<file path="config.mk">
export PLATFORM = sky130hd
export DESIGN_NAME = ct_vfalu_wb_sched
export DESIGN_NICKNAME = d
export VERILOG_FILES = /design/src/rtl/ct_vfalu_wb_sched_pkg.sv /design/src/rtl/ct_vfalu_wb_starve.sv /design/src/rtl/ct_vfalu_wb_sched.sv
export SDC_FILE = /design/constraint.sdc
export NUM_CORES = 1
export LEC_CHECK = 0
export ABC_AREA = 1
export BUFFER_PORTS_ARGS = -buffer_cell sky130_fd_sc_hd__clkbuf_2
export CAP_MARGIN = 25
export CORE_ASPECT_RATIO = 0.75
export CORE_MARGIN = 2
export CORE_UTILIZATION = 35
export CTS_CLUSTER_SIZE = 28
export DETAILED_ROUTE_END_ITERATION = 10
export HOLD_SLACK_MARGIN = 0.06
export SYNTH_ARGS = -nofsm -noshare
export SYNTH_HDL_FRONTEND = slang
export SYNTH_HIERARCHICAL = 1
export SYNTH_SLANG_ARGS = --single-unit
</file>
<file path="constraint.sdc">
create_clock -name forever_cpuclk -period 0.9 [get_ports forever_cpuclk]
set_clock_uncertainty 0.05 [all_clocks]
set_input_delay 0.045 -clock forever_cpuclk [delete_from_list [all_inputs] [get_ports forever_cpuclk]]
set_output_delay 0.045 -clock forever_cpuclk [all_outputs]
set_load 0.1 [all_outputs]
</file>
<file path="src/rtl/ct_vfalu_wb_sched_pkg.sv">
// Shared definitions for the vector FALU writeback-port scheduler:
// owner codes, pipe latencies, starvation threshold and slot helpers.
package ct_vfalu_wb_sched_pkg;

    // Writeback owner encoding held in each reservation slot
    typedef enum logic [1:0] {
        OWN_NONE  = 2'd0,
        OWN_FADD  = 2'd1,
        OWN_FCNVT = 2'd2,
        OWN_FSPU  = 2'd3
    } owner_e;

    // Grant-to-writeback latencies of the three pipes
    localparam logic [1:0] LAT_FADD  = 2'd3;
    localparam logic [1:0] LAT_FCNVT = 2'd2;
    localparam logic [1:0] LAT_FSPU  = 2'd1;

    // Slot written by a grant of latency L in the next-cycle table
    localparam logic [1:0] SLOT_FADD  = LAT_FADD  - 2'd1;
    localparam logic [1:0] SLOT_FCNVT = LAT_FCNVT - 2'd1;
    localparam logic [1:0] SLOT_FSPU  = LAT_FSPU  - 2'd1;

    // Wait-counter value at which a still-denied requester becomes starved
    localparam logic [1:0] STARVE_THRESH = 2'd3;

    // One reservation-table entry
    typedef struct packed {
        logic   vld;
        owner_e owner;
    } slot_t;

    // Build a valid slot for the given owner
    function automatic slot_t make_slot(input owner_e o);
        slot_t s;
        s.vld   = 1'b1;
        s.owner = o;
        return s;
    endfunction

    // One-hot writeback select {fspu, fcnvt, fadd} for a slot
    function automatic logic [2:0] owner_decode(input slot_t s);
        logic [2:0] v;
        v = 3'b000;
        if (s.vld) begin
            case (s.owner)
                OWN_FADD:  v = 3'b001;
                OWN_FCNVT: v = 3'b010;
                OWN_FSPU:  v = 3'b100;
                default:   v = 3'b000;
            endcase
        end else begin
            v = 3'b000;
        end
        return v;
    endfunction

endpackage

</file>
<file path="src/rtl/ct_vfalu_wb_starve.sv">
// Per-requester starvation tracker: a saturating count of consecutive
// denied cycles and a sticky starve flag that holds until the next grant.
module ct_vfalu_wb_starve (
    input  logic forever_cpuclk,
    input  logic cpurst_b,
    input  logic rtu_yy_xx_flush,
    input  logic req,
    input  logic gnt,
    output logic starve
);
    import ct_vfalu_wb_sched_pkg::*;

    logic [1:0] cnt_r;
    logic [1:0] cnt_nxt_s;
    logic       starve_r;
    logic       starve_nxt_s;

    // Next wait count and starve flag from this cycle's request/grant
    always_comb begin
        cnt_nxt_s    = 2'd0;
        starve_nxt_s = starve_r;
        if (req && !gnt) begin
            if (cnt_r == STARVE_THRESH) begin
                cnt_nxt_s = cnt_r;
            end else begin
                cnt_nxt_s = cnt_r + 2'd1;
            end
        end else begin
            cnt_nxt_s = 2'd0;
        end
        if (gnt) begin
            starve_nxt_s = 1'b0;
        end else if (req && (cnt_r == STARVE_THRESH)) begin
            starve_nxt_s = 1'b1;
        end else begin
            starve_nxt_s = starve_r;
        end
    end

    // Counter and flag registers; reset and flush both clear them
    always_ff @(posedge forever_cpuclk) begin
        if (!cpurst_b) begin
            cnt_r    <= 2'd0;
            starve_r <= 1'b0;
        end else if (rtu_yy_xx_flush) begin
            cnt_r    <= 2'd0;
            starve_r <= 1'b0;
        end else begin
            cnt_r    <= cnt_nxt_s;
            starve_r <= starve_nxt_s;
        end
    end

    assign starve = starve_r;

endmodule

</file>
<file path="src/rtl/ct_vfalu_wb_sched.sv">
// Writeback-port scheduler for the vector FALU. A 3-entry reservation
// table records which pipe owns the shared result port in each of the
// next three cycles; a grant of latency L claims entry L. Starvation
// trackers for fcnvt and fspu temporarily mask the longer-latency pipes.
module ct_vfalu_wb_sched (
    input  logic forever_cpuclk,
    input  logic cpurst_b,
    input  logic rtu_yy_xx_flush,
    input  logic fadd_req,
    input  logic fcnvt_req,
    input  logic fspu_req,
    output logic fadd_gnt,
    output logic fcnvt_gnt,
    output logic fspu_gnt,
    output logic wb_fadd_vld,
    output logic wb_fcnvt_vld,
    output logic wb_fspu_vld,
    output logic wb_sched_busy
);
    import ct_vfalu_wb_sched_pkg::*;

    slot_t [2:0] tab_r;
    slot_t [2:0] tab_nxt_s;
    logic  [2:0] wb_vld_r;
    logic        busy_r;
    logic        starve_fcnvt_s;
    logic        starve_fspu_s;
    logic        issue_ok_s;
    logic        fadd_gnt_s;
    logic        fcnvt_gnt_s;
    logic        fspu_gnt_s;

    // Grant arbitration: slot availability, starvation masks, flush/reset kill
    always_comb begin
        issue_ok_s  = cpurst_b & ~rtu_yy_xx_flush;
        // fadd targets a slot beyond the table, so it never collides
        fadd_gnt_s  = issue_ok_s & fadd_req & ~starve_fcnvt_s & ~starve_fspu_s;
        fcnvt_gnt_s = issue_ok_s & fcnvt_req & ~tab_r[LAT_FCNVT].vld & ~starve_fspu_s;
        fspu_gnt_s  = issue_ok_s & fspu_req & ~tab_r[LAT_FSPU].vld;
    end

    // Next table: shift toward entry 0 and install this cycle's grants
    always_comb begin
        tab_nxt_s = '0;
        tab_nxt_s[SLOT_FADD]  = fadd_gnt_s  ? make_slot(OWN_FADD)  : slot_t'(3'b000);
        tab_nxt_s[SLOT_FCNVT] = fcnvt_gnt_s ? make_slot(OWN_FCNVT) : tab_r[2];
        tab_nxt_s[SLOT_FSPU]  = fspu_gnt_s  ? make_slot(OWN_FSPU)  : tab_r[1];
    end

    // Table and registered writeback select/busy; reset and flush empty it
    always_ff @(posedge forever_cpuclk) begin
        if (!cpurst_b) begin
            tab_r    <= '0;
            wb_vld_r <= 3'b000;
            busy_r   <= 1'b0;
        end else if (rtu_yy_xx_flush) begin
            tab_r    <= '0;
            wb_vld_r <= 3'b000;
            busy_r   <= 1'b0;
        end else begin
            tab_r    <= tab_nxt_s;
            wb_vld_r <= owner_decode(tab_nxt_s[0]);
            busy_r   <= tab_nxt_s[0].vld | tab_nxt_s[1].vld | tab_nxt_s[2].vld;
        end
    end

    ct_vfalu_wb_starve u_starve_fcnvt (
        .forever_cpuclk (forever_cpuclk),
        .cpurst_b       (cpurst_b),
        .rtu_yy_xx_flush(rtu_yy_xx_flush),
        .req            (fcnvt_req),
        .gnt            (fcnvt_gnt_s),
        .starve         (starve_fcnvt_s)
    );

    ct_vfalu_wb_starve u_starve_fspu (
        .forever_cpuclk (forever_cpuclk),
        .cpurst_b       (cpurst_b),
        .rtu_yy_xx_flush(rtu_yy_xx_flush),
        .req            (fspu_req),
        .gnt            (fspu_gnt_s),
        .starve         (starve_fspu_s)
    );

    assign fadd_gnt      = fadd_gnt_s;
    assign fcnvt_gnt     = fcnvt_gnt_s;
    assign fspu_gnt      = fspu_gnt_s;
    assign wb_fadd_vld   = wb_vld_r[0];
    assign wb_fcnvt_vld  = wb_vld_r[1];
    assign wb_fspu_vld   = wb_vld_r[2];
    assign wb_sched_busy = busy_r;

endmodule

</file>
# Word-level counts from Yosys, hierarchy flattened
# Cells that the tools add are included.
# totals
register_bits	16
inputBits	6
elab_cells	54
# classes
addsub	2
eq_ne	5
mux	4
bitwise	20
n_reduce_logical	12
# op_table
cell	count
OR reduction 3 bit	5
bitwise AND 1 bit	9
two-way mux 3 bit	3
inverter 1 bit	9
case mux 3 bit (3 select lines)	1
== test 2 bit (second input constant)	4
adder 2 x 1 -> 2 bit (second input constant)	2
logical AND 1 bit	4
== test 2 x 1 -> 1 bit (second input constant)	1
zero test 1 bit	2
OR 1 bit	2
OR reduction 2 bit	1

# Depth between registers and ports, before layout
# depth
ltp_word	9
ltp_mapped	7
mapped_depth_nobuf	7

# Modules after synthesis
# Netlist, hierarchy kept.
# by_module_without_submodules
module	n_inst	cells_per_inst	area_each_um2
ct_vfalu_wb_sched	1	45	342.8
ct_vfalu_wb_starve	2	21	141.4

# Least setup slack after synthesis
# OpenSTA, ideal clock, no wires.
# synth_timing
path_type	register -> output
from	register u_starve_fspu.starve_r, in the netlist u_starve_fspu/starve
to	output fadd_gnt
t_arrival_ps	1705
path_slack_ps	-900
stages_incl_launch_ff	4
path_buffers	0
cell_sequence	dfxtp_1 > inv_2 > nand3_1 > nor2_1
# synth_via
elab_chain_len	2
# synth_rtl
element	line_no	source
start: declaration	ct_vfalu_wb_starve.sv:15	logic starve_r;
start signal: assignment	ct_vfalu_wb_starve.sv:50	starve_r <= starve_nxt_s;
inverter 1 bit	ct_vfalu_wb_sched.sv:37	fadd_gnt_s = issue_ok_s & fadd_req & ~starve_fcnvt_s & ~starve_fspu_s;
bitwise AND 1 bit	ct_vfalu_wb_sched.sv:37	
end: declaration	ct_vfalu_wb_sched.sv:12	output logic fadd_gnt,
# No other way between the ends.

# Worst setup path in the final report
# layout_timing
from	register u_starve_fspu.starve_r, in the netlist u_starve_fspu/starve
to	output fcnvt_gnt
# layout_via
elab_chain_len	2
# layout_rtl
element	line_no	source
inverter 1 bit	ct_vfalu_wb_sched.sv:38	fcnvt_gnt_s = issue_ok_s & fcnvt_req & ~tab_r[LAT_FCNVT].vld & ~starve_fspu_s;
bitwise AND 1 bit	ct_vfalu_wb_sched.sv:38	
end: declaration	ct_vfalu_wb_sched.sv:13	output logic fcnvt_gnt,
# No other way between the ends.

==> results.cfg <==
[placement]
dp.cells = 133
portBuffers = 12
place_hpwl_um = 1060
gp_congestion = 0.756
placed_area_um2 = 940

[layout]
syn2layout_area_growth_pct = 73.8
drive_gt1_share_pct = 54.2
layout_commonest_cell = nor2_1
layout.cells.non_filler = 142
nets = 129
layout_common_cells = 20 x nor2_1, 13 x inv_1, 11 x buf_4
fillers = 143
insertedDiodeCount = 0
post-route-util_pct = 63.7
fin_area_um2 = 1090

[global_route]
grtUsageTotal_pct = 17.5
grt_max_degree = 9
grt_pass1_vias = 600
grt_first_pass_wirelength_um = 2500
antenna_found_initial = 0
overflow = 0

[run_status]
status = finished with violations
violations = negative hold slack, negative setup slack

[timing]
slew_headroom_pct = 88.0
tightest_slew_ns = 0.179
holdWs_ns = -0.00169
final_max_slew_viol_count = 0
hold_viol = 1
rsz0062_at_grt = yes
period_share_pct = 138
fmax_ghz = 0.807
fin_crit_ns = 1.24
setup_slack_ns = -0.339
setup_viol = 15

[logic_synthesis]
syn_nets = 95
syn_area_per_cell_um2 = 7.19
synth.distinct_cells = 13
ys_seq_area_share_pct = 44.8
ys_ff_latch = 14
yosysWarnings = 6
synthesis.area_um2 = 626
netlist_instances = 87

[pwr]
p_leak_uw = 0.000534
p_per_area_nw_per_um2 = 1290
vdd_drop_max_mv = 1.26

[run]
maxCapViolations = 0

[die]
core_area_um2 = 1710
start_util_pct = 36.6
die_h_um = 40.6
rows = 13
die_area_um2 = 2150
ios = 13
fp.dieW_um = 52.8

[worst_setup_path]
crit_type = reg2out
cp_cell_sequence = inv_2 -> nand4_1 -> clkinvlp_4 -> buf_12
slowest_delay_ns = 0.33
cp_max_fo = 2
crit_path_top_delay_cell = dfxtp_2
startpoint_type = flop
crit_family = buffers and inverters
critPathBufInv = 3
end_kind = output pin
worstPathRequired_ns = 0.81
rrSetupSlack_ns = -0.32
cp.arrival_ns = 1.14

[cts]
cts-root-buf = clkbuf_4
cts.sinks = 14
h-tree-depth = 1
numCtsBuffers = 3
cts.clk_slew.worst_paths_ns = 0.09
cts_hold_buf = 1
clockBufferDepth = 2
clock_latency_ns = 0.27
cts_tree = done

[route]
wl_per_cell_um = 10.8
ant_nets = 0
drcViolationCount = 0
drt_iter0_markers = 6
routed_via_density = 4.35
dr.pass1.iters = 4
vias = 618
drt_wl_total_um = 1530

[min_path]
hp-class = in2reg
==> sequential cells by signal (all words and copies together), names as in the netlist <==
register / cells
tab_r: 4
u_starve_fcnvt/cnt_r: 2
u_starve_fcnvt/starve: 1
u_starve_fspu/cnt_r: 2
u_starve_fspu/starve: 1
wb_sched_busy: 1
wb_vld_r: 3
==> power by group <==
part | leakage, uW | switching [uW] | internal, uW
combinational | 0.000396 | 175 | 127
clock | 0.0000210 | 215 | 246
sequential | 0.000117 | 8.53 | 635
==> through the flow <==
stage          worst slack, ns  power [uW]  setup TNS (ns)
6_report                -0.339        1410           -2.32
5_1_grt                 -0.409        1480           -3.41
4_1_cts                 -0.336        1410           -2.31
3_5_place_dp            -0.121         916          -0.636
3_3_place_gp           -0.0823         910          -0.352
2_1_floorplan           -0.500         800           -3.51
==> worst paths after layout <==
check | end | startpoint | depth (start not counted)
worst min-delay path | tab_r[6] | fadd_req | 3
worst max-delay path | fcnvt_gnt | u_starve_fspu/starve | 4
worst min register to register | wb_vld_r[0] | tab_r[3] | 2
worst max register to register | u_starve_fcnvt/cnt_r[1] | u_starve_fspu/starve | 7
==> worst reg2reg max path, cell delays in order, from the launching register on <==
cell and delay (ns):
dfxtp_2 0.35, inv_2 0.04, nand4_1 0.15, clkinvlp_4 0.14, buf_4 0.14, inv_2 0.05
nand4_1 0.12, nor2_1 0.12
==> routing by layer <==
layer | vias up | share of wire, % | track usage, %
met5 | - | 0 | 0
li1 | 327 | - | -
met3 | 2 | 4.6 | 5.84
met4 | 0 | 0.85 | 7.69
met1 | 278 | 40 | 16.4
met2 | 11 | 54 | 35.9
==> final cells by class <==
class                   instances  area [um^2]  area share, %
flip-flops and latches         14          289           26.6
clock buffers                   4         36.3           3.34
inverters                      25          104           9.55
well taps                      22         27.5           2.53
repair buffers                 29          314           28.9
multi-input cells              48          317           29.1
==> cells by family after synthesis <==
kind of cell / synth area share [%]
buffers and inverters: 15.0
AND/OR/NAND/NOR: 30.2
adder cells (fa/ha/maj): 4.00
flip-flops: 44.8
AO/OA/AOI/OAI: 6.00
==> cell usage after synthesis <==
master / count / area share [%]
a21oi_1: 3 / 2.4
dfxtp_1: 14 / 45
ha_1: 2 / 4.0
inv_1: 20 / 12
inv_2: 5 / 3.0
nand2_1: 7 / 4.2
nand3_1: 7 / 5.6
nand3_2: 1 / 1.6
nand4_1: 3 / 3.0
nor2_1: 21 / 13
nor2_8: 1 / 3.2
o21ai_1: 1 / 0.80
o21ai_2: 2 / 2.8
==> what timing repair did <==
action	CTS	global route
cloned	0	0
pin swaps	4	6
setup endpoints to repair	14	19
hold endpoints to repair	4	1
buffers inserted	5	4
resized for setup	12	10
No activity file was read; power rests on OpenSTA's default activity.
